$ cat src/rtl/seg_static_digit.sv
// Single counting digit shown statically on every seven-segment position.
// Advances on timer ticks, with run/pause, up/down, clear and a wrap pulse for chaining.
module seg_static_digit #(
    parameter int DIG_NUM        = 6,
    parameter int MAX_DIGIT      = 15,
    parameter bit SEG_ACTIVE_LOW = 1'b1
) (
    input  logic               clk,
    input  logic               rst,
    input  logic               tick,
    input  logic               pause_req,
    input  logic               dir,
    input  logic               clear,
    output logic [3:0]         digit,
    output logic               wrap_pulse,
    output logic [DIG_NUM-1:0] seg_sel,
    output logic [7:0]         seg_led
);

    localparam logic [3:0]         MAX      = 4'(MAX_DIGIT);
    // Internal values are active-low; these masks flip both buses for active-high boards.
    localparam logic [7:0]         LED_MASK = SEG_ACTIVE_LOW ? 8'h00 : 8'hFF;
    localparam logic [DIG_NUM-1:0] SEL_MASK = SEG_ACTIVE_LOW ? '0 : '1;

    typedef enum logic {
        RUN   = 1'b0,
        PAUSE = 1'b1
    } state_t;

    state_t     state;
    state_t     state_next;
    logic [3:0] digit_next;
    logic       wrap_next;
    logic [6:0] glyph;

    always_comb begin
        state_next = state;
        if (pause_req) begin
            state_next = (state == RUN) ? PAUSE : RUN;
        end
    end

    // clear outranks tick; a paused digit ignores ticks entirely.
    always_comb begin
        digit_next = digit;
        wrap_next  = 1'b0;
        if (clear) begin
            digit_next = 4'd0;
        end else if (tick && (state == RUN)) begin
            if (!dir) begin
                if (digit == MAX) begin
                    digit_next = 4'd0;
                    wrap_next  = 1'b1;
                end else begin
                    digit_next = digit + 4'd1;
                end
            end else begin
                if (digit == 4'd0) begin
                    digit_next = MAX;
                    wrap_next  = 1'b1;
                end else begin
                    digit_next = digit - 4'd1;
                end
            end
        end
    end

    // Active-low {g,f,e,d,c,b,a} glyphs.
    always_comb begin
        glyph = 7'h7F;
        case (digit)
            4'h0: glyph = 7'h40;
            4'h1: glyph = 7'h79;
            4'h2: glyph = 7'h24;
            4'h3: glyph = 7'h30;
            4'h4: glyph = 7'h19;
            4'h5: glyph = 7'h12;
            4'h6: glyph = 7'h02;
            4'h7: glyph = 7'h78;
            4'h8: glyph = 7'h00;
            4'h9: glyph = 7'h10;
            4'hA: glyph = 7'h08;
            4'hB: glyph = 7'h03;
            4'hC: glyph = 7'h46;
            4'hD: glyph = 7'h21;
            4'hE: glyph = 7'h06;
            4'hF: glyph = 7'h0E;
            default: glyph = 7'h7F;
        endcase
    end

    // Glyph lags digit by one edge; dp follows the new state on the toggling edge.
    always_ff @(posedge clk) begin
        if (rst) begin
            state      <= RUN;
            digit      <= 4'd0;
            wrap_pulse <= 1'b0;
            seg_sel    <= '1 ^ SEL_MASK;
            seg_led    <= 8'hFF ^ LED_MASK;
        end else begin
            state      <= state_next;
            digit      <= digit_next;
            wrap_pulse <= wrap_next;
            seg_sel    <= SEL_MASK;
            seg_led    <= {(state_next == RUN), glyph} ^ LED_MASK;
        end
    end

endmodule

$ cat config.mk
export PLATFORM = sky130hd
export DESIGN_NAME = seg_static_digit
export DESIGN_NICKNAME = d
export VERILOG_FILES = /design/src/rtl/seg_static_digit.sv
export SDC_FILE = /design/constraint.sdc
export NUM_CORES = 1
export LEC_CHECK = 0
export ABC_CLOCK_PERIOD_IN_PS = 1900
export BUFFER_PORTS_ARGS = -buffer_cell sky130_fd_sc_hd__buf_2
export CAP_MARGIN = 20
export CORE_UTILIZATION = 50
export CTS_CLUSTER_DIAMETER = 50
export CTS_CLUSTER_SIZE = 28
export DETAILED_ROUTE_END_ITERATION = 6
export PLACE_DENSITY = 0.77
export RECOVER_POWER = 100
export SLEW_MARGIN = 0
export SYNTH_ARGS = -nofsm -noshare
export SYNTH_HDL_FRONTEND = slang
export SYNTH_SLANG_ARGS = --single-unit
export TNS_END_PERCENT = 100
$ cat constraint.sdc
create_clock -name clk -period 1.9 [get_ports clk]
set_input_delay 0.57 -clock clk [delete_from_list [all_inputs] [get_ports clk]]
set_output_delay 0.57 -clock clk [all_outputs]
set_load 0.02 [all_outputs]
==> reports/metrics.cfg <==
[outcome]
status = finished with violations
violations = design-rule violations

[final_layout]
fillCellCount = 164
layout.nets = 134
num_antenna_cells = 0
multi_input_area_um2 = 451.7
instances_no_fill = 137
syn2layout_area_growth_pct = 8.453
drive_gt1_share_pct = 16.53
ff_latch_area_um2 = 300.3

[clock_tree]
cts_tree = built
postCtsSetupBuffers = 0
cts_buffers = 3
cts_resized = 0
clock-root-buffer = clkbuf_4
clock_path_buffers = 2
htree_num_levels = 1
insertion_delay_ns = 0.28
cts.sinks = 15
cts_hold_buf = 0
path_clk_slew_ns = 0.09

[run]
drv_cap = 0

[setup_path]
critPathRequiredTime_ns = 1.33
worst_path_dominant_cell_family = flip-flops
r2r_setup_slack_ns = 0.24
start_kind = register
worstSetupPathType = reg -> out
crit_cells = 1
critPathMaxStageDelay_ns = 0.63
path_cells = clkbuf_1
path_buf_inv = 1
critical_path_arrival_ns = 1.19
cp_max_fo = 15
end_kind = primary output
crit_slowest_cell = dfxtp_1
rr_worst_depth = 6

[logic_synthesis]
synth_nets = 113
synthCells = 101
synth_top_family_by_area = compound AO/OA/AOI/OAI gates
synth-xor-area-share_pct = 1.003
synth-simple-area-share_pct = 14.18
synth_fa_ha_area_share_pct = 8.596
yosysTopAreaCell = dfxtp_1
yosysSeqAreaShare_pct = 34.38
synth_seq_cells = 15
synth_area_leaders = dfxtp_1 (34%), ha_1 (8.6%), a21oi_1 (5.2%)
synth.top_cell.area_share_pct = 34.38
ys_types = 35
muxShareOfSynthArea_pct = 1.146
syn_area_um2 = 873.3
avgSynthCellArea_um2 = 8.647
synth-compound-area-share_pct = 27.65
ys_warn_count = 0

[floorplan]
core_um2 = 1577
dieArea_um2 = 1918
initial_utilization_pct = 55.40
pin_count = 25
die_x_um = 43.80
die_h_um = 43.80
std_cell_rows = 14

[timing]
fin_crit_ns = 1.761
maxSlewHeadroom_pct = 67.80
rsz0062_at_grt = no
tightestPinTransition_ns = 0.4823
drv_slew = 0
tns_ns = 0
holdWs_ns = 0.5896
period_share_pct = 92.66
fmax_ghz = 0.5680
hold_viol = 0
setup_viol = 0
fin_ws_ns = 0.1394
skew_ns = 0.008016

[drt]
routed_wl_um = 1896
remaining_drc_errors = 3
vias_per_cell = 5.964
routed-via-count = 817
first_pass_iters = 7
ant_nets = 0
wire_per_inst_um = 13.84
drt-initial-drc-count = 62

[placed_design]
gp_congestion = 0.9080
preCtsSetupSlack_ns = 0.3051
place_inst = 133
port_buffers = 24
dp_hpwl_um = 1291

[power_and_ir_drop]
ir_drop_mv = 0.4046
leakage_nw = 0.3963
finalPower_mw = 0.7147
power_density_nw_per_um2 = 754.6

[grt]
antenna_found_initial = 0
grt_max_degree = 16
grt_pass1_vias = 679
overflow = 0
grt_pass1_wl_um = 3001
grt_use_total_pct = 21.10

[worst_hold_path]
whs_path_depth = 4
hp-class = in -> reg

[per-layer routing]
layer	global-route usage, %	share of wire [%]
met2	31.34	45
met1	29.41	45
met4	10.00	1.2
met5	0	0
met3	3.750	9.6
[path summary, 6_finish.rpt]
kind | from | to
setup / recovery | digit[2] | digit[2]
hold / removal | clear | digit[3]
setup reg to reg | digit[1] | digit[1]
hold reg to reg | digit[3] | digit[3]
[cells in the mapped netlist (all sizes together)]
master and n:
mux2i 1, inv 6, a31oi 3, ha 6, nor2 9, clkbuf 1
nand2b 2, dfxtp 15, a211oi 2, o21a 1, xor2 1, nand4 1
nor3 1, nand3 1, a221oi 1, o21bai 1, nor2b 1, o41ai 1
a211o 4, nand4bb 1, clkinv 1, a21oi 10, buf 11, nand2 6
a311o 1, or2 2, o21ai 7, and2b 1, o311a 2, a21boi 1
[cells by family (layout without fill, tap and decap cells)]
kind of cell	Yosys count	after routing
AND/OR/NAND/NOR	25	25
adder cells (fa/ha/maj)	6	6
AO/OA/AOI/OAI	34	34
multiplexers	1	1
buffers and inverters	19	39
flip-flops	15	15
XOR/XNOR	1	1
[registers in the layout (all words and copies together) (netlist names)]
name and flops:
wrap_pulse 1, state 1, digit 4, seg_led 8, seg_sel 1
[cells in the final DEF (no fill, tap or decap)]
master / Yosys / routed
clkbuf_1: 1 / 22
dfxtp_1: 15 / 15
a21oi_1: 9 / 9
nor2_1: 9 / 9
o21ai_0: 6 / 7
inv_1: 5 / 6
nand2_1: 6 / 6
ha_1: 6 / 6
a211o_2: 4 / 4
buf_2: 3 / 4
a31oi_1: 3 / 3
clkbuf_4: 0 / 3
buf_4: 6 / 3
nand2b_1: 2 / 2
or2_2: 2 / 2
a211oi_1: 2 / 2
o311a_1: 2 / 2
clkinv_2: 1 / 1
xor2_1: 1 / 1
and2b_2: 1 / 1
a21boi_0: 1 / 1
mux2i_1: 1 / 1
nand4bb_1: 1 / 1
a221oi_1: 1 / 1
nor3_1: 1 / 1
o21bai_1: 1 / 1
a311o_2: 1 / 1
nor2b_1: 1 / 1
o21a_1: 1 / 1
a21oi_2: 1 / 1
nand3_1: 1 / 1
o41ai_1: 0 / 1
nand4_1: 1 / 1
[stage by stage]
stage | cell area (um^2) | utilization [%]
after detailed placement | 957.2 | 60.71
after floorplan | 873.3 | -
after global placement | 957.2 | 60.71
after global routing | 947.2 | 60.08
final | 947.2 | 60.08
after CTS | 983.4 | 62.38
[cell type report]
cell class                 instances  share of cell area (%)
inverter                           7                   2.906
tap                               16                   2.114
multi-input combinational         67                   47.69
sequential                        15                   31.70
clock buffer                       4                   2.774
timing repair buffer              28                   12.81
[power by group]
part	internal (mW)	leakage (nW)	switching, mW
clock network	0.0813	0.0150	0.0984
registers	0.338	0.125	0.0156
logic	0.0641	0.257	0.117
(Power assumes the default switching activity.)
